### src/rtl/lockpick_session_arbiter_pkg.sv
// Shared types and constants for the lockpick session arbiter.
package lockpick_pkg;

    typedef enum logic [2:0] {
        ARB,
        START,
        FEED,
        WAIT_OUT,
        DRAIN,
        DONE
    } arb_state_t;

    localparam logic [1:0] ST_IDLE = 2'b00;
    localparam logic [1:0] ST_ERR  = 2'b01;
    localparam logic [1:0] ST_WIN  = 2'b10;
    localparam logic [1:0] ST_LOCK = 2'b11;

    localparam int KEY_BYTES = 32;
    localparam int MSG_BYTES = 32;

endpackage

### src/rtl/lockpick_session_arbiter_if.sv
// Player-side and core-side signal bundle; slave = arbiter, master = players/core.
interface lockpick_session_arbiter_if #(
    parameter int N_PLAYERS = 4,
    parameter int ID_W      = $clog2(N_PLAYERS)
);
    logic [N_PLAYERS-1:0]      p_req;
    logic [N_PLAYERS-1:0]      p_in_valid;
    logic [N_PLAYERS-1:0][7:0] p_in_data;
    logic [N_PLAYERS-1:0]      p_in_ready;
    logic [N_PLAYERS-1:0]      grant;
    logic                      resp_valid;
    logic [7:0]                resp_data;
    logic [ID_W-1:0]           resp_id;
    logic [1:0]                resp_status;
    logic                      session_done;
    logic                      core_start;
    logic                      core_input_enable;
    logic [7:0]                core_input_data;
    logic                      core_output_valid;
    logic [7:0]                core_output_data;
    logic [1:0]                core_status;
    logic                      core_rst_n;

    modport slave (
        input  p_req, p_in_valid, p_in_data, core_output_valid, core_output_data, core_status,
        output p_in_ready, grant, resp_valid, resp_data, resp_id, resp_status, session_done,
               core_start, core_input_enable, core_input_data, core_rst_n
    );

    modport master (
        output p_req, p_in_valid, p_in_data, core_output_valid, core_output_data, core_status,
        input  p_in_ready, grant, resp_valid, resp_data, resp_id, resp_status, session_done,
               core_start, core_input_enable, core_input_data, core_rst_n
    );
endinterface

### src/rtl/lockpick_session_arbiter_rr_arbiter.sv
// Combinational round-robin pick: first request at or after ptr_i, wrapping.
module rr_arbiter #(
    parameter int N = 4,
    parameter int W = $clog2(N)
) (
    input  logic [N-1:0] req_i,
    input  logic [W-1:0] ptr_i,
    output logic [N-1:0] gnt_o,
    output logic [W-1:0] id_o
);
    logic [W-1:0] idx;

    // Scan farthest-first so the hit closest to the pointer is written last.
    always_comb begin
        gnt_o = '0;
        id_o  = '0;
        idx   = '0;
        for (int k = N - 1; k >= 0; k--) begin
            idx = W'((int'(ptr_i) + k) % N);
            if (req_i[idx]) begin
                gnt_o      = '0;
                gnt_o[idx] = 1'b1;
                id_o       = idx;
            end
        end
    end
endmodule

### src/rtl/lockpick_session_arbiter.sv
// Session arbiter sharing one lockpick core among N_PLAYERS requesters.
// Optional idle-input timeout enabled by defining LOCKPICK_ARB_TIMEOUT_EN.
module lockpick_session_arbiter
    import lockpick_pkg::*;
#(
    parameter int N_PLAYERS      = 4,
    parameter int ID_W           = $clog2(N_PLAYERS),
    parameter int TIMEOUT_CYCLES = 1024
) (
    input logic                      clk,
    input logic                      rst,
    lockpick_session_arbiter_if.slave bus
);
    arb_state_t           state_q, state_d;
    logic [ID_W-1:0]      rr_ptr_q, rr_ptr_d;
    logic [ID_W-1:0]      resp_id_q, resp_id_d;
    logic [N_PLAYERS-1:0] grant_q, grant_d;
    logic [5:0]           byte_cnt_q, byte_cnt_d;
    logic [4:0]           out_cnt_q, out_cnt_d;
    logic                 resp_valid_q, resp_valid_d;
    logic [7:0]           resp_data_q, resp_data_d;
    logic [1:0]           resp_status_q, resp_status_d;

    logic [N_PLAYERS-1:0] arb_gnt, ready;
    logic [ID_W-1:0]      arb_id, ptr_next;
    logic                 accept, in_en, start, done;
    logic [7:0]           in_data;

`ifdef LOCKPICK_ARB_TIMEOUT_EN
    logic [15:0] idle_q, idle_d;
    logic [1:0]  hold_q, hold_d;
`endif

    rr_arbiter #(.N(N_PLAYERS), .W(ID_W)) u_rr (
        .req_i (bus.p_req),
        .ptr_i (rr_ptr_q),
        .gnt_o (arb_gnt),
        .id_o  (arb_id)
    );

    assign ptr_next = (resp_id_q == ID_W'(N_PLAYERS - 1)) ? '0 : resp_id_q + 1'b1;

    always_comb begin
        state_d       = state_q;
        rr_ptr_d      = rr_ptr_q;
        resp_id_d     = resp_id_q;
        grant_d       = grant_q;
        byte_cnt_d    = byte_cnt_q;
        out_cnt_d     = out_cnt_q;
        resp_valid_d  = 1'b0;
        resp_data_d   = resp_data_q;
        resp_status_d = resp_status_q;
        ready         = '0;
        in_en         = 1'b0;
        in_data       = '0;
        start         = 1'b0;
        done          = 1'b0;
        accept        = 1'b0;
        case (state_q)
            ARB: begin
                if (|arb_gnt) begin
                    grant_d   = arb_gnt;
                    resp_id_d = arb_id;
                    state_d   = START;
                end
            end
            START: begin
                start      = 1'b1;
                byte_cnt_d = '0;
                state_d    = FEED;
            end
            FEED: begin
                ready[resp_id_q] = 1'b1;
                in_en            = bus.p_in_valid[resp_id_q];
                in_data          = bus.p_in_data[resp_id_q];
                accept           = in_en;
                if (accept) begin
                    byte_cnt_d = byte_cnt_q + 1'b1;
                    if (byte_cnt_q == 6'(2 * KEY_BYTES - 1)) begin
                        out_cnt_d = '0;
                        state_d   = WAIT_OUT;
                    end
                end
            end
            // The byte that wakes WAIT_OUT is the first result byte, so it is captured too.
            WAIT_OUT, DRAIN: begin
                if (bus.core_output_valid) begin
                    resp_valid_d = 1'b1;
                    resp_data_d  = bus.core_output_data;
                    out_cnt_d    = out_cnt_q + 1'b1;
                    state_d      = DRAIN;
                    if (state_q == DRAIN && out_cnt_q == 5'(MSG_BYTES - 1)) begin
                        resp_status_d = bus.core_status;
                        if (bus.core_status == ST_ERR) begin
                            byte_cnt_d = '0;
                            state_d    = FEED;
                        end else begin
                            state_d = DONE;
                        end
                    end
                end
            end
            DONE: begin
                done     = 1'b1;
                grant_d  = '0;
                rr_ptr_d = ptr_next;
                state_d  = ARB;
            end
            default: state_d = ARB;
        endcase

`ifdef LOCKPICK_ARB_TIMEOUT_EN
        idle_d = '0;
        hold_d = (hold_q != 2'd0) ? hold_q - 2'd1 : 2'd0;
        if (state_q == FEED && !accept) begin
            idle_d = idle_q + 16'd1;
            if (idle_q == 16'(TIMEOUT_CYCLES - 1)) begin
                hold_d        = 2'd2;
                resp_status_d = ST_LOCK;
                state_d       = DONE;
            end
        end
`endif
    end

    always_ff @(posedge clk or negedge rst) begin
        if (!rst) begin
            state_q       <= ARB;
            rr_ptr_q      <= '0;
            resp_id_q     <= '0;
            grant_q       <= '0;
            byte_cnt_q    <= '0;
            out_cnt_q     <= '0;
            resp_valid_q  <= 1'b0;
            resp_data_q   <= '0;
            resp_status_q <= '0;
`ifdef LOCKPICK_ARB_TIMEOUT_EN
            idle_q        <= '0;
            hold_q        <= '0;
`endif
        end else begin
            state_q       <= state_d;
            rr_ptr_q      <= rr_ptr_d;
            resp_id_q     <= resp_id_d;
            grant_q       <= grant_d;
            byte_cnt_q    <= byte_cnt_d;
            out_cnt_q     <= out_cnt_d;
            resp_valid_q  <= resp_valid_d;
            resp_data_q   <= resp_data_d;
            resp_status_q <= resp_status_d;
`ifdef LOCKPICK_ARB_TIMEOUT_EN
            idle_q        <= idle_d;
            hold_q        <= hold_d;
`endif
        end
    end

    assign bus.grant             = grant_q;
    assign bus.p_in_ready        = ready;
    assign bus.resp_valid        = resp_valid_q;
    assign bus.resp_data         = resp_data_q;
    assign bus.resp_id           = resp_id_q;
    assign bus.resp_status       = resp_status_q;
    assign bus.session_done      = done;
    assign bus.core_start        = start;
    assign bus.core_input_enable = in_en;
    assign bus.core_input_data   = in_data;
`ifdef LOCKPICK_ARB_TIMEOUT_EN
    assign bus.core_rst_n        = (hold_q == 2'd0);
`else
    assign bus.core_rst_n        = 1'b1;
`endif

endmodule

### src/flat_wrapper.sv
// flat-port wrapper written by rule: the top's interface ports become plain ports
module lockpick_session_arbiter_flat import lockpick_pkg::*;
#(
    parameter int N_PLAYERS      = 4,
    parameter int ID_W           = $clog2(N_PLAYERS),
    parameter int TIMEOUT_CYCLES = 1024
)
  (clk, rst, bus_p_req, bus_p_in_valid, bus_p_in_data, bus_core_output_valid, bus_core_output_data, bus_core_status, bus_p_in_ready, bus_grant, bus_resp_valid, bus_resp_data, bus_resp_id, bus_resp_status, bus_session_done, bus_core_start, bus_core_input_enable, bus_core_input_data, bus_core_rst_n);
  lockpick_session_arbiter_if #(.N_PLAYERS(N_PLAYERS), .ID_W(ID_W)) bus_i ();
  input logic clk;
  input logic rst;
  input wire logic [$bits(bus_i.p_req)-1:0] bus_p_req;
  input wire logic [$bits(bus_i.p_in_valid)-1:0] bus_p_in_valid;
  input wire logic [$bits(bus_i.p_in_data)-1:0] bus_p_in_data;
  input wire logic [$bits(bus_i.core_output_valid)-1:0] bus_core_output_valid;
  input wire logic [$bits(bus_i.core_output_data)-1:0] bus_core_output_data;
  input wire logic [$bits(bus_i.core_status)-1:0] bus_core_status;
  output wire logic [$bits(bus_i.p_in_ready)-1:0] bus_p_in_ready;
  output wire logic [$bits(bus_i.grant)-1:0] bus_grant;
  output wire logic [$bits(bus_i.resp_valid)-1:0] bus_resp_valid;
  output wire logic [$bits(bus_i.resp_data)-1:0] bus_resp_data;
  output wire logic [$bits(bus_i.resp_id)-1:0] bus_resp_id;
  output wire logic [$bits(bus_i.resp_status)-1:0] bus_resp_status;
  output wire logic [$bits(bus_i.session_done)-1:0] bus_session_done;
  output wire logic [$bits(bus_i.core_start)-1:0] bus_core_start;
  output wire logic [$bits(bus_i.core_input_enable)-1:0] bus_core_input_enable;
  output wire logic [$bits(bus_i.core_input_data)-1:0] bus_core_input_data;
  output wire logic [$bits(bus_i.core_rst_n)-1:0] bus_core_rst_n;
  assign bus_i.p_req = bus_p_req;
  assign bus_i.p_in_valid = bus_p_in_valid;
  assign bus_i.p_in_data = bus_p_in_data;
  assign bus_i.core_output_valid = bus_core_output_valid;
  assign bus_i.core_output_data = bus_core_output_data;
  assign bus_i.core_status = bus_core_status;
  assign bus_p_in_ready = bus_i.p_in_ready;
  assign bus_grant = bus_i.grant;
  assign bus_resp_valid = bus_i.resp_valid;
  assign bus_resp_data = bus_i.resp_data;
  assign bus_resp_id = bus_i.resp_id;
  assign bus_resp_status = bus_i.resp_status;
  assign bus_session_done = bus_i.session_done;
  assign bus_core_start = bus_i.core_start;
  assign bus_core_input_enable = bus_i.core_input_enable;
  assign bus_core_input_data = bus_i.core_input_data;
  assign bus_core_rst_n = bus_i.core_rst_n;
  lockpick_session_arbiter #(.N_PLAYERS(N_PLAYERS), .ID_W(ID_W), .TIMEOUT_CYCLES(TIMEOUT_CYCLES)) u_core (.clk(clk), .rst(rst), .bus(bus_i));
endmodule
### config.mk
export PLATFORM = sky130hd
export DESIGN_NAME = lockpick_session_arbiter_flat
export DESIGN_NICKNAME = d
export VERILOG_FILES = /design/src/rtl/lockpick_session_arbiter_pkg.sv /design/src/rtl/lockpick_session_arbiter_if.sv /design/src/rtl/lockpick_session_arbiter_rr_arbiter.sv /design/src/rtl/lockpick_session_arbiter.sv /design/src/flat_wrapper.sv
export SDC_FILE = /design/constraint.sdc
export NUM_CORES = 1
export LEC_CHECK = 0
export ABC_AREA = 1
export CORE_MARGIN = 1
export CORE_UTILIZATION = 51
export CTS_CLUSTER_DIAMETER = 150
export DETAILED_ROUTE_END_ITERATION = 16
export PLACE_DENSITY = 0.87
export SLEW_MARGIN = 40
export SYNTH_ARGS = -nofsm -noshare
export SYNTH_HDL_FRONTEND = slang
export SYNTH_HIERARCHICAL = 1
export SYNTH_SLANG_ARGS = --single-unit
### constraint.sdc
create_clock -name clk -period 6.4 [get_ports clk]
set_input_delay 0.96 -clock clk [delete_from_list [all_inputs] [get_ports clk]]
set_output_delay 0.96 -clock clk [all_outputs]
set_load 0.02 [all_outputs]
==> results.md, run 1 <==
- CTS Buf Count: 5
- Placer Congestion: slightly above 0.9
- CTS tree: built
- Clock skew: about 0.0071 ns
- Cts repair resizes: 0
- Clk network pwr share: a little under a tenth
- Post-Synth Adder-Cell Area: slightly above 7%
- Mux cell area share after synthesis: less than 1%
- Register area: approximately 830 um2
- Achievable clock frequency: 274 MHz
- Endpoint class of the critical path: output port
- Final worst path period share: a little under three fifths
- First-pass GRT wire length: about 11 mm
- XOR/XNOR Fraction of Synth Area: less than 1%
- Initial antenna violation count: 0
- Gate power share: 66.0%
- GRT Util Overall: between 20% and 30%
- Status: completed
- CP Max Fanout: 23
- Startpoint Class: flop
- Share of cells above drive strength 1: roughly an eighth
- Final WL: about 6.5 mm
- Max transition margin: roughly half
- Max-cap violations: 0
- Area grow syn2layout: 34.4%
- Placeable Area: between 4000 and 5000 um2
- Sink Count: 33
- Initial Util: between 50% and 60%
- Overall die width: around 74 um
- Simple-gate share of the synthesized area: approximately 42%
- Post-synthesis compound-gate area fraction: ~8.3%
- Setup Crit Path Kind: reg -> out
- Reg clk slew, reported paths: around 0.07 ns
- Area of the multi-input gates: approximately 1600 um2
- Yosys cell types: 31
- Drt pass-1 iters: 4
- Vias in the first global route: 2456
- Largest net degree at the start of global routing: 34
- CP Cell Sequence: inv_1 > nand2_1 > nand3_1 > nand2_1 > nor2_1 > clkdlybuf4s50_1
- Endpoints failing hold: 0
- Layout Nets: 523
- WP data arrival: 2.69 ns
- Post-synthesis cell area: roughly 2700 um2
- Sequential area share after synthesis: a little under a third
- Overall die height: between 70 and 80 um
- Crit-path slowest cell: clkdlybuf4s50_1
- VDD IR max: 0.278 mV
- Antenna cells: 0
- P_leak: 1.74 nW
- DR iter-0 viols: 70
- Net Switching: 0.000814 W
- CP dominant cell by count: nand2_1
- RSZ-0062 raised after global routing: false
- Measured slew at the worst slew-check pin: a little over 0.7 ns
- Hpwl dp: ~4.9 mm
- Final setup violation count: 0
- Rows: 25
- Synth Area per Inst: between 7 and 8 um2
- Clock Tree Buf Depth: 2
- Area contributors post-synth: dfrtp_1, nand2_1, nor2_1
- Antenna-violating nets left: 0
- Worst hold slack: ~0.48 ns
- Slowest cell delay on critical path: ~0.66 ns
- Sw frac: between 50% and 60%
- Die Area: around 5500 um2
- Post-layout min period: 3.65 ns
- Mapped Nets: between 400 and 500
- Largest family of logic cells by synthesized area: simple AND/OR/NAND/NOR gates
- Count leader, synth: nand2_1
- Tightest Hold Check Type: reg -> reg
- Max Slew Vio Count: 0
- Vias post-DR: approximately 2700
- Post-synth top area share: 31.1%
- Vias/cell: 5.08
- Internal: about 0.00076 W
- Power per cell area: between 400 and 500 nW/um2
- Synthesized flop and latch total: 33
- Layout fillers: 391
- Synth Instances: between 300 and 400
- Fraction of registers with async set/reset: 100%
- Synth Flop Type: dfrtp_1
- Wirelength per Cell: roughly 12 um
- Worst-Skew Late Latency: ~0.29 ns
- Ports: 86
- Root Driver: clkbuf_8
- Number of enable flip-flop cells after synthesis: 0
- Synth warnings: 6
- H-tree Lvls: 2
- Remaining Overflow, GRT: 0
- Yosys top cell by area: dfrtp_1
- CP required: ~5.4 ns
- Hold_buf cts: 0
- List of most frequent post-synthesis cells: nand2_1, nor2_1, dfrtp_1, inv_1, nand3_1
- TNS Setup: 0 ns
- IO Port Bufs: 84
- # DRC: 0
- Reg power frac: between 20% and 30%
- Post-CTS Setup Repair Bufs: 0
==> flip-flops by register name (all words and copies together) (netlist names), 2 cells and up <==
name                    flops
u_core/bus.grant            4
u_core/out_cnt_q            5
u_core/bus.resp_id          2
u_core/byte_cnt_q           6
u_core/bus.resp_data        8
u_core/rr_ptr_q             2
u_core/state_q              3
u_core/bus.resp_status      2
==> per-stage QoR <==
stage	cells	power, W	cell area [um2]	utilization, %	worst slack (ns)
final	523	0.00157	3570	73.2	2.75
after global routing	523	0.00172	3570	73.2	2.54
after CTS	523	0.00157	3570	73.2	2.74
after detailed placement	515	0.00141	3480	71.4	2.86
after global placement	515	0.00138	3480	71.4	2.90
after floorplan	376	0.00113	2660	-	3.89
==> cell families after synthesis <==
group                      count (synthesis)
muxes                                      1
buffers and inverters                     52
DFF                                       33
adders and majority gates                 15
other                                      1
and+or+nand+nor                          228
xor gates and xnor gates                   3
AOI/OAI and AO/OA                         43
==> routing by layer <==
metal	part of all wire, %	vias to the layer above	global-route usage [%]
li1	-	1346	-
met3	10	9	6.37
met4	1.2	0	8.97
met5	0	-	0
met2	46	98	43.3
met1	42	1205	29.5
==> area by class of cell <==
type | instances | area share [%]
multi-input cells | 291 | 44.1
repair buffers | 85 | 23.8
flip-flops and latches | 33 | 23.1
inverters | 39 | 4.24
well taps | 67 | 2.35
clock buffers | 5 | 1.93
clock inverters | 3 | 0.491
==> critical path, delay by kind of cell (launching register included) <==
kind	cells	cell delay, ns
buf+inv	2	1.21
flops	1	0.65
simple gates	4	0.55
==> path summary, 6_finish.rpt <==
check	endpoint	startpoint	cells after the start	slack [ns]
worst max-delay path	bus_core_input_enable	u_core/bus.resp_id[0]$_DFFE_PN0P_	6	2.75
worst min-delay path	u_core/out_cnt_q[3]$_DFFE_PN0P_	u_core/out_cnt_q[3]$_DFFE_PN0P_	2	0.48
worst max register to register	u_core/bus.grant[3]$_DFFE_PN0P_	u_core/rr_ptr_q[0]$_DFFE_PN0P_	15	3.62
worst min register to register	u_core/out_cnt_q[3]$_DFFE_PN0P_	u_core/out_cnt_q[3]$_DFFE_PN0P_	2	0.48
max in group asynchronous	u_core/bus.resp_data[6]$_DFFE_PN0P_	rst	2	5.04
min in group asynchronous	u_core/out_cnt_q[3]$_DFFE_PN0P_	rst	2	1.07
==> power groups by stage <==
stage	clock, W	combinational, W	sequential [W]
3_3_place_gp	0	0.00100	0.000383
2_1_floorplan	0	0.000742	0.000386
6_report	0.000151	0.00104	0.000383
4_1_cts	0.000153	0.00104	0.000382
3_5_place_dp	0	0.00103	0.000384
5_1_grt	0.000161	0.00116	0.000397
==> layout by cell type (no fill, tap or decap), types with 2 or more instances in the layout <==
master / count
inv_1: 30
clkbuf_8: 5
or2_0: 2
a21oi_1: 15
nor2_1: 62
inv_2: 7
nand3_4: 3
nand2_4: 8
nand2_1: 92
nand3_1: 25
nand2_2: 13
nand3_2: 6
ha_1: 15
nor2_4: 4
o21ai_0: 23
xor2_1: 2
clkdlybuf4s50_1: 84
nand4_1: 10
clkinv_2: 2
o21ai_1: 3
dfrtp_1: 33
nor3_1: 2
inv_4: 2
Note: power is estimated with default switching activity, not from simulation.
==> run 2: changes to the inputs <==
--- a/config.mk
+++ b/config.mk
@@ -7,10 +7,10 @@
 export LEC_CHECK = 0
 export ABC_AREA = 1
 export CORE_MARGIN = 1
-export CORE_UTILIZATION = 51
+export CORE_UTILIZATION = 42
 export CTS_CLUSTER_DIAMETER = 150
 export DETAILED_ROUTE_END_ITERATION = 16
-export PLACE_DENSITY = 0.87
+export PLACE_DENSITY = 0.77
 export SLEW_MARGIN = 40
 export SYNTH_ARGS = -nofsm -noshare
 export SYNTH_HDL_FRONTEND = slang
==> constraint.sdc (replaced) <==
create_clock -name clk -period 3.1 [get_ports clk]
set_input_delay 0.465 -clock clk [delete_from_list [all_inputs] [get_ports clk]]
set_output_delay 0.465 -clock clk [all_outputs]
set_load 0.02 [all_outputs]
==> run 2 against run 1 <==
Total power up 110%. Largest cell class unchanged. Via count fell by 0.94%. Sequential share of layout area down 0.40 points. Sequential power up 87%. Clock power is 130% higher. Critical path type unchanged. Non-clock buffer count up 5. First-iteration DRC count up 70%. Routed wire length decreased by 4.9%. Combinational power increased by 120%. Cell area grew 1.8%. Global-route usage down 5.3 points.
==> results.md, run 2 (synthesis gave the netlist of run 1 again) <==
- Startpoint Class: flop
- Status: completed
- Reg clk slew, reported paths: 0.06 ns (about the same)
- Placed cell area: 3530 um2 (+1.4%)
- Post-layout min period: between 2 and 3 ns
- Wirelength per Cell: 11.6 um (-7.2%)
- Remaining Overflow, GRT: 0 (unchanged)
- Crit-path slowest cell: dfrtp_1
- Met3 wire length: 604 um (-9.3%)
- CP Max Fanout: 15 (-35%)
- Tightest Hold Check Type: reg -> reg
- IO Port Bufs: 84 (unchanged)
- CP required: 2.63 ns (-2.81 ns)
- RSZ-0062 raised after global routing: false
- Endpoints failing hold: 0 (unchanged)
- Antenna cells: 0 (unchanged)
- Highest routed layer: met4
- TNS Setup: 0 ns (unchanged)
- Vias/cell: 4.91 (-3.3%)
- Placeable Area: 6030 um2 (+23%)
- Power per cell area: 908 nW/um2 (+110%)
- Hold_buf cts: 0 (unchanged)
- VDD IR max: 0.552 mV (+99%)
- Drt pass-1 iters: 4 (unchanged)
- Initial antenna violation count: 0 (unchanged)
- Endpoint class of the critical path: output port
- Achievable clock frequency: ~370 MHz
- Commonest non-fill, non-tap cell in the layout: nand2_1
- Ports: 86 (unchanged)
- Cts repair resizes: 0 (unchanged)
- Rows: 28 (+12%)
- Overall die width: 81.5 um (+9.9%)
- Layout Nets: 528 (+0.96%)
- Max Slew Vio Count: 0 (unchanged)
- Final setup violation count: 0 (unchanged)
- Sink Count: 33 (unchanged)
- # DRC: 0 (unchanged)
- Share of cells above drive strength 1: 13.0% (+0.95 points)
- Area grow syn2layout: 36.8%
- Root Driver: clkbuf_8
- Cell area after layout: 3630 um2 (+1.8%)
- DR WL met2: 2.87 mm (-4.3%)
- DR iter-0 viols: 119 (+70%)
- Placer Congestion: 0.840 (-7.2%)
- Layout Utilization: 60.3% (-13 points)
- Clock skew: 0.00368 ns (-0.00342 ns)
- WP data arrival: 2.21 ns (-0.48 ns)
- GRT Util Overall: 19.6% (-5.3 points)
- Overall die height: 81.5 um (+9.9%)
- Most frequent cells in the layout: nand2_1, clkdlybuf4s50_1, nor2_1, dfrtp_1, inv_1
- Delay-heaviest family, CP: buffers and inverters
- Post-CTS Setup Repair Bufs: 0 (unchanged)
- CTS Buf Count: 5 (unchanged)
- Vias post-DR: 2633 (-0.94%)
- Die Area: 6640 um2 (+21%)
- Final worst path period share: around 86%
- H-tree Lvls: 2 (unchanged)
- Antenna-violating nets left: 0 (unchanged)
- P_leak: 1.77 nW (+2.0%)
- Initial Util: 44.1% (-10 points)
- CTS tree: built
- Setup Crit Path Kind: reg -> out
- CP Cell Sequence: inv_1 > buf_4 > o21ai_0 > a21oi_1 > clkdlybuf4s50_1
- Clock Tree Buf Depth: 2 (unchanged)
- Final WL: 6.20 mm (-4.9%)
- Worst-Skew Late Latency: 0.28 ns (about the same)
- Max FFs per register: 8 (unchanged)
- First-pass GRT wire length: 10.1 mm (-4.0%)
- Slowest cell delay on critical path: 0.58 ns (-0.08 ns)
- Largest net degree at the start of global routing: 34 (unchanged)
- Met1 WL: 2.66 mm (-3.9%)
- Vias in the first global route: 2423 (-1.3%)
- CP bufs+invs: 3 (+1)
- Hpwl dp: 4.77 mm (-1.7%)
- Max-cap violations: 0 (unchanged)
[run 2: power by group]
group / internal [W] / switching (W) / total [W] / leakage (nW)
Combinational: 0.000874 / 0.00136 / 0.00224 / 1.29
Sequential: 0.000571 / 0.000144 / 0.000715 / 0.431
Clock: 0.000200 / 0.000145 / 0.000345 / 0.0542
Total: 0.00165 / 0.00165 / 0.00330 / 1.77
[run 2: area by class of cell]
cell class	instances	area, um2
clock buffer	7	96.3
clock inverter	1	5.00
fill	567	2390
inverter	39	151
multi-input combinational	291	1570
sequential	33	826
tap	75	93.8
timing repair buffer	90	886
[run 2: layer usage]
layer	vias to the layer above	global-route usage (%)
met5	-	0
met2	94	36.7
met4	0	4.29
met1	1178	21.6
li1	1353	-
met3	8	5.67
[run 2: worst paths after layout]
| kind | startpoint | end | slack, ns | cells past startpoint |
|---|---|---|---|---|
| max | u_core/bus.resp_id[0]$_DFFE_PN0P_ | bus_core_input_data[5] | 0.43 | 5 |
| min | u_core/out_cnt_q[4]$_DFFE_PN0P_ | u_core/out_cnt_q[4]$_DFFE_PN0P_ | 0.48 | 2 |
| max reg2reg | u_core/rr_ptr_q[1]$_DFFE_PN0P_ | u_core/bus.grant[0]$_DFFE_PN0P_ | 0.75 | 15 |
| min reg2reg | u_core/out_cnt_q[4]$_DFFE_PN0P_ | u_core/out_cnt_q[4]$_DFFE_PN0P_ | 0.48 | 2 |
| max in group asynchronous | rst | u_core/state_q[0]$_DFFE_PN0P_ | 2.22 | 2 |
| min in group asynchronous | rst | u_core/bus.resp_data[2]$_DFFE_PN0P_ | 0.58 | 2 |
[run 2: per-stage QoR]
step                power [W]  hold slack (ns)  cells  worst slack [ns]
floorplan             0.00233            0.169    376             0.905
global placement      0.00292            0.459    528             0.583
detailed placement    0.00296            0.469    528             0.515
CTS                   0.00332            0.485    536             0.380
global route          0.00363            0.516    536             0.239
finish                0.00330            0.482    536             0.428
[run 2: tightest hold or removal path: cells and delay by family (launching register included)]
kind	cells	cell delay (ns)
flip-flops	1	0.35
AND/OR/NAND/NOR	2	0.10
==> run 3: changes to the inputs <==
--- a/config.mk
+++ b/config.mk
@@ -6,6 +6,7 @@
 export NUM_CORES = 1
 export LEC_CHECK = 0
 export ABC_AREA = 1
+export ABC_CLOCK_PERIOD_IN_PS = 3100
 export CORE_MARGIN = 1
 export CORE_UTILIZATION = 42
 export CTS_CLUSTER_DIAMETER = 150
==> results of run 3 <==
Final layout, timing and power as in run 2 (identical DEF).
